## src/rtl/gray_pkg.sv

```systemverilog
// rtl/gray_pkg.sv - shared Gray-code types and conversion helpers
package gray_pkg;

   typedef enum logic [1:0] {
      IDLE    = 2'd0,
      ACQUIRE = 2'd1,
      LOCKED  = 2'd2
   } gray_state_e;

   localparam int GRAY_MAX_W = 32;

   // Operands are zero-extended, so the conversions hold for any width up to GRAY_MAX_W.
   function automatic logic [GRAY_MAX_W-1:0] gray2bin(input logic [GRAY_MAX_W-1:0] g);
      logic [GRAY_MAX_W-1:0] b;
      b = g;
      for (int k = 1; k < GRAY_MAX_W; k++) begin
         b = b ^ (g >> k);
      end
      return b;
   endfunction

   function automatic logic [GRAY_MAX_W-1:0] bin2gray(input logic [GRAY_MAX_W-1:0] b);
      return b ^ (b >> 1);
   endfunction

endpackage

```

## src/rtl/gray_to_bin.sv

```systemverilog
// rtl/gray_to_bin.sv - combinational Gray-to-binary XOR prefix chain
module gray_to_bin #(
   parameter int WIDTH = 4
) (
   input  logic [WIDTH-1:0] gray_i,
   output logic [WIDTH-1:0] bin_o
);

   always_comb begin
      bin_o[WIDTH-1] = gray_i[WIDTH-1];
      for (int i = WIDTH - 2; i >= 0; i--) begin
         bin_o[i] = bin_o[i+1] ^ gray_i[i];
      end
   end

endmodule

```

## src/rtl/gray_code_decoder.sv

```systemverilog
// rtl/gray_code_decoder.sv - Gray bus decoder with step check and lock FSM
// Optional error counter: GRAY_DEC_ERR_CNT_EN
module gray_code_decoder
   import gray_pkg::*;
#(
   parameter int WIDTH  = 4,
   parameter int RELOCK = 2,
   parameter int ERR_W  = 8
) (
   input  logic             clk,
   input  logic             rst_n,
   input  logic             en,
   input  logic [WIDTH-1:0] gray_in,
   output logic [WIDTH-1:0] bin_out,
   output logic             bin_valid,
   output logic             step_err,
   output logic             locked,
   output logic [ERR_W-1:0] err_count
);

   gray_state_e      state_q, state_d;
   logic [3:0]       gcnt_q, gcnt_d;
   logic [4:0]       gcnt_inc;
   logic [WIDTH-1:0] bin_q, bin_d;
   logic [WIDTH-1:0] bin_new;
   logic [WIDTH-1:0] delta;
   logic             legal;
   logic             valid_q, valid_d;
   logic             step_err_q, step_err_d;

   gray_to_bin #(.WIDTH(WIDTH)) u_gray_to_bin (
      .gray_i (gray_in),
      .bin_o  (bin_new)
   );

   // bin_q doubles as the previous-sample reference and the bin_out register.
   assign delta    = bin_new - bin_q;
   assign legal    = (delta == '0) || (delta == WIDTH'(1));
   assign gcnt_inc = {1'b0, gcnt_q} + 5'd1;

   always_comb begin
      state_d    = state_q;
      gcnt_d     = gcnt_q;
      bin_d      = bin_q;
      valid_d    = 1'b0;
      step_err_d = 1'b0;
      if (en) begin
         bin_d   = bin_new;
         valid_d = 1'b1;
         case (state_q)
            IDLE: begin
               gcnt_d  = '0;
               state_d = ACQUIRE;
            end
            ACQUIRE: begin
               if (legal) begin
                  gcnt_d = gcnt_inc[3:0];
                  if (gcnt_inc >= 5'(RELOCK)) begin
                     state_d = LOCKED;
                  end
               end else begin
                  step_err_d = 1'b1;
                  gcnt_d     = '0;
               end
            end
            LOCKED: begin
               if (!legal) begin
                  step_err_d = 1'b1;
                  gcnt_d     = '0;
                  state_d    = ACQUIRE;
               end
            end
            default: state_d = IDLE;
         endcase
      end
   end

   always_ff @(posedge clk or negedge rst_n) begin
      if (!rst_n) begin
         state_q    <= IDLE;
         gcnt_q     <= '0;
         bin_q      <= '0;
         valid_q    <= 1'b0;
         step_err_q <= 1'b0;
      end else begin
         state_q    <= state_d;
         gcnt_q     <= gcnt_d;
         bin_q      <= bin_d;
         valid_q    <= valid_d;
         step_err_q <= step_err_d;
      end
   end

   assign bin_out   = bin_q;
   assign bin_valid = valid_q;
   assign step_err  = step_err_q;
   assign locked    = (state_q == LOCKED);

`ifdef GRAY_DEC_ERR_CNT_EN
   logic [ERR_W-1:0] err_cnt_q;

   // Only errors that break an established lock are counted.
   always_ff @(posedge clk or negedge rst_n) begin
      if (!rst_n) begin
         err_cnt_q <= '0;
      end else if (step_err_d && (state_q == LOCKED) && (err_cnt_q != '1)) begin
         err_cnt_q <= err_cnt_q + ERR_W'(1);
      end
   end

   assign err_count = err_cnt_q;
`else
   assign err_count = {ERR_W{1'b0}};
`endif

endmodule

```

## config.mk

```make
export PLATFORM = sky130hd
export DESIGN_NAME = gray_code_decoder
export DESIGN_NICKNAME = d
export VERILOG_FILES = /design/src/rtl/gray_pkg.sv /design/src/rtl/gray_to_bin.sv /design/src/rtl/gray_code_decoder.sv
export SDC_FILE = /design/constraint.sdc
export NUM_CORES = 1
export LEC_CHECK = 0
export CORE_MARGIN = 2
export CORE_UTILIZATION = 51
export CTS_BUF_LIST = sky130_fd_sc_hd__clkbuf_16
export CTS_CLUSTER_SIZE = 30
export DETAILED_ROUTE_END_ITERATION = 12
export GPL_ROUTABILITY_DRIVEN = 0
export MAX_ROUTING_LAYER = met4
export PLACE_DENSITY = 0.92
export SLEW_MARGIN = 40
export SYNTH_ARGS = -nofsm -noshare
export SYNTH_HDL_FRONTEND = slang
export SYNTH_SLANG_ARGS = --single-unit
```

## constraint.sdc

```tcl
create_clock -name clk -period 6 [get_ports clk]
set_input_delay 1.8 -clock clk [delete_from_list [all_inputs] [get_ports clk]]
set_output_delay 1.8 -clock clk [all_outputs]
set_load 0.005 [all_outputs]
```

==> metrics list <==
- The endpoint identified for the worst register-to-register timing path is gcnt_q[2].
- CTS built an H-tree with a depth of 1.
- For the pin with the worst max-slew slack, the measured transition is 0.564 ns.
- Origin of the critical flop-to-flop path: bin_out[0]
- Number of iterations in the first detailed-routing pass: 4
* Critical path class: in2reg
* I/O pin cnt: 22
- Max-cap violations in this run came to 0.
* Final antenna diode count: 0
- Relative contribution of combinational cells to total power: 32.9%
* Die Span X: 44.6 um
- Dividing the final minimum period by the clock period gives 79.9%.
- The slowest stage of the critical path belongs to the cell or4b_4.
- Compared with the post-synthesis result, the final layout area differs by 22.4%.
- Max-slew violation count: 0
- Once detailed placement completed, the half-perimeter wirelength came to 1290 um.
* P_sw: 0.101 mW
- Counting I/O delays and the setup requirement, the final critical path takes 4.79 ns.
- Area of the die: 1990 sq um
- Worst-Skew Late Latency: 0.24 ns
- Worst-path maximum fanout: 4
* Core Box Area: 1520 sq um
- The final hold violation count came to 0.
- After the last flow step, the layout net total stands at 117.
* Synth warn: 0
* Synth Area in Adders: 15.8%
- Final Hold Slack: 0.549 ns
* Min-delay worst type: reg2reg
- For this run the aggregate overflow at the end of global routing stands at 0.
- Share of cells above drive strength 1: 6.12%
* Number of global-route vias before repair: 638
* Top achievable clock speed: 209 MHz
- Traced cell by cell, the critical path runs through clkdlybuf4s50_1 -> xnor2_1 -> xnor2_1 -> xnor2_1 -> ha_1 -> fa_1 -> xor2_1 -> nand2_1 -> a21o_1 -> or4b_4 -> o311ai_2.
* Most used standard cell by instance count after synthesis: dfrtp_1
* Top cells by area, synth: dfrtp_1, ha_1, buf_4, inv_1, xnor2_1
* Kind of start point of the critical path: input port
- Post-CTS Setup Repair Bufs: 0
- The internal power of the cells totals 0.235 mW.
- The first global-routing pass estimated 2950 um of wire.
- Critical path arrival: 4.93 ns
- Maximum count of clock buffers along a single path: 2
- Total negative setup slack: 0 ns
* Min-delay src: bin_out[3]
- Detail-routed net length per standard cell: 15.4 um
- The largest single stage delay on the critical path is 0.56 ns.
* Via-to-Cell Ratio: 5.70
- Across the VDD grid, the largest voltage drop is 0.246 mV.
* Pin count of the biggest net entering global routing: 13
- Headroom to the max-slew limit came out at 62.3%.
- Clock Tree Root: clkbuf_16
* End-of-flow core utilization: 67.4%
- The count of nets left with antenna violations once routing finished came out at 0.
- Counting both buffers and inverters, the worst setup path holds a total of 1.
* Switching share of total power: 30.1%
- Number of stages on the worst hold path: 1
* Post-synthesis sequential element count: 12
- Critical path data required time: 6.14 ns
- Number of setup violations in the final report: 0
- Counting cells, the worst reg-to-reg path comes to 7.
- The floorplan has 14 rows.
* Initial antenna violation count: 0
* DRC violation total after the first TritonRoute iteration: 12
* RSZ-0062 raised after global routing: false
- Number of distinct standard cells referenced by the synthesized netlist: 32
- Inserted Clock Buffers: 3
- Sequential cells account for 31.6% of the total power.
- STA classifies the critical path endpoint as a flip-flop.
- The number of hold buffers added after CTS was 0.
- Part of the power in the clock network: 35.5%
- A synthesized cell averages 9.99 sq um.
- Chip height: 44.6 um
- Counting stages on the worst path, the most repeated cell is xnor2_1.
- Dominant combinational cell family by area after synthesis: adder cells
* Clock slew at reported path FFs: 0.04 ns
* Portion of synthesized cell area occupied by the leading cell type: 35.8%
- Yosys mapped a number of flops with a built-in enable equal to 0.
- The count of buffers added on input and output ports is 13.
- Across all register-to-register paths, the minimum setup slack is 3.61 ns.
* Sequential element share of the synthesized area: 35.8%
- Multiplexer cells account for 2.53% of the synthesized area.
- For this run, asynchronously set or reset flops after synthesis account for 100%.
- Final Worst Setup Slack: 1.21 ns
- Gates resized during post-CTS repair numbered 0.
- Leakage dissipation: 0.474 nW
- Power comes to 0.336 mW.
- Gate Count Post-Synth: 84
- Cell type with the highest aggregate area in the netlist: dfrtp_1
* GRT Total Usage: 21.5%
- Once the floorplan was initialized, standard cells occupied 55.1% of the core.
- Cell Area, Synth: 840 sq um
- TritonCTS clock tree: built
- Counting instances in the post-synthesis netlist gives the leading cell types as dfrtp_1, ha_1, inv_1.
- Fraction of the mapped netlist area in compound gates: 15.2%
- For this run, design rule violations remaining after detail routing come to 0.
* Post-detailed-routing wire length: 1760 um
* Dominant synthesized flop cell: dfrtp_1
- The path with the worst hold slack has its endpoint at bin_out[3].
- The routed layout has 650 vias.
* Result of the run: complete, no violations
* Power per standard cell area: 327 nW/um^2
- Clock tree skew after final layout: 0.000549 ns
* Share of synthesized cell area in and, or, nand and nor gates: 12.4%
* Kind of cell with the highest combined delay on the critical path: XOR/XNOR gates
* Xor/xnor share of the synthesized area: 6.26%
* Num Clock Sinks: 12
- Timing analysis after detailed placement gives a worst setup slack of 0.997 ns.
==> power groups by stage <==
stage          registers [mW]  logic (mW)  clock network [mW]
2_1_floorplan           0.105      0.0718                   0
3_3_place_gp            0.106       0.101                   0
5_1_grt                 0.108       0.125               0.124
3_5_place_dp            0.107       0.107                   0
4_1_cts                 0.106       0.110               0.119
6_report                0.106       0.111               0.119
==> how the worst max path moves through the flow <==
stage          startpoint   endpoint  cells after the start
2_1_floorplan  gray_in[3]  gcnt_q[2]                     10
3_3_place_gp   gray_in[3]  gcnt_q[2]                     11
3_5_place_dp   gray_in[3]  gcnt_q[2]                     11
4_1_cts        gray_in[3]  gcnt_q[2]                     11
5_1_grt        gray_in[3]  gcnt_q[2]                     11
6_report       gray_in[3]  gcnt_q[2]                     11
==> cells by family after synthesis <==
group / after synthesis
compound gates: 18
xor+xnor: 6
fa+ha+maj: 10
buf+inv: 18
flops: 12
mux: 2
other cells: 1
simple gates: 17
==> cell usage in the layout, fill, tap and decap left out, drive strengths merged <==
master,Yosys,final
conb,1,8
nand3,2,2
a21oi,4,4
nand2b,2,2
dfrtp,12,12
nor2,2,2
and3,1,1
a21o,2,2
nand2,3,3
o2bb2ai,2,2
or2,1,1
nand4,1,1
ha,9,9
clkdlybuf4s50,0,13
o22a,1,1
xnor2,3,3
inv,9,9
nand3b,2,2
xor2,3,3
mux2,1,1
fa,1,1
o311ai,1,1
mux2i,1,1
clkbuf,1,3
a211oi,1,1
o21bai,1,1
or4b,1,1
o32a,1,1
o21ai,5,5
and4b,1,1
nor3,1,1
==> final cells by class <==
type                    count  area, sq um
inverters                   9         33.8
multi-input cells          61          468
repair buffers             13          130
clock buffers               3         75.1
fillers                   103          497
flip-flops and latches     12          300
well taps                  16         20.0
==> state kept, by name, summed over array words and instances (netlist names) <==
name,flops
bin_out,4
bin_valid,1
gcnt_q,4
state_q,2
step_err,1
==> worst reg2reg max path, delay by kind of cell, from the launching register on <==
kind                       cells  cell delay [ns]
AOI/OAI and AO/OA              2             0.45
DFF                            1             0.40
adders and majority gates      2             0.63
and+or+nand+nor                2             0.68
xor gates and xnor gates       1             0.15
==> per-stage QoR <==
stage	std cells	instance area, sq um
floorplan	91	866
global placement	111	952
detailed placement	111	952
CTS	114	1030
global route	114	1030
finish	114	1030
==> per-layer routing <==
metal,track usage (%),routed length (um),up-vias
li1,-,-,302
met1,24.5,735,319
met2,37.4,916,25
met3,4.08,76,4
met4,7.27,27,0
met5,-,0,-
Power figures use the tool's default switching activity.
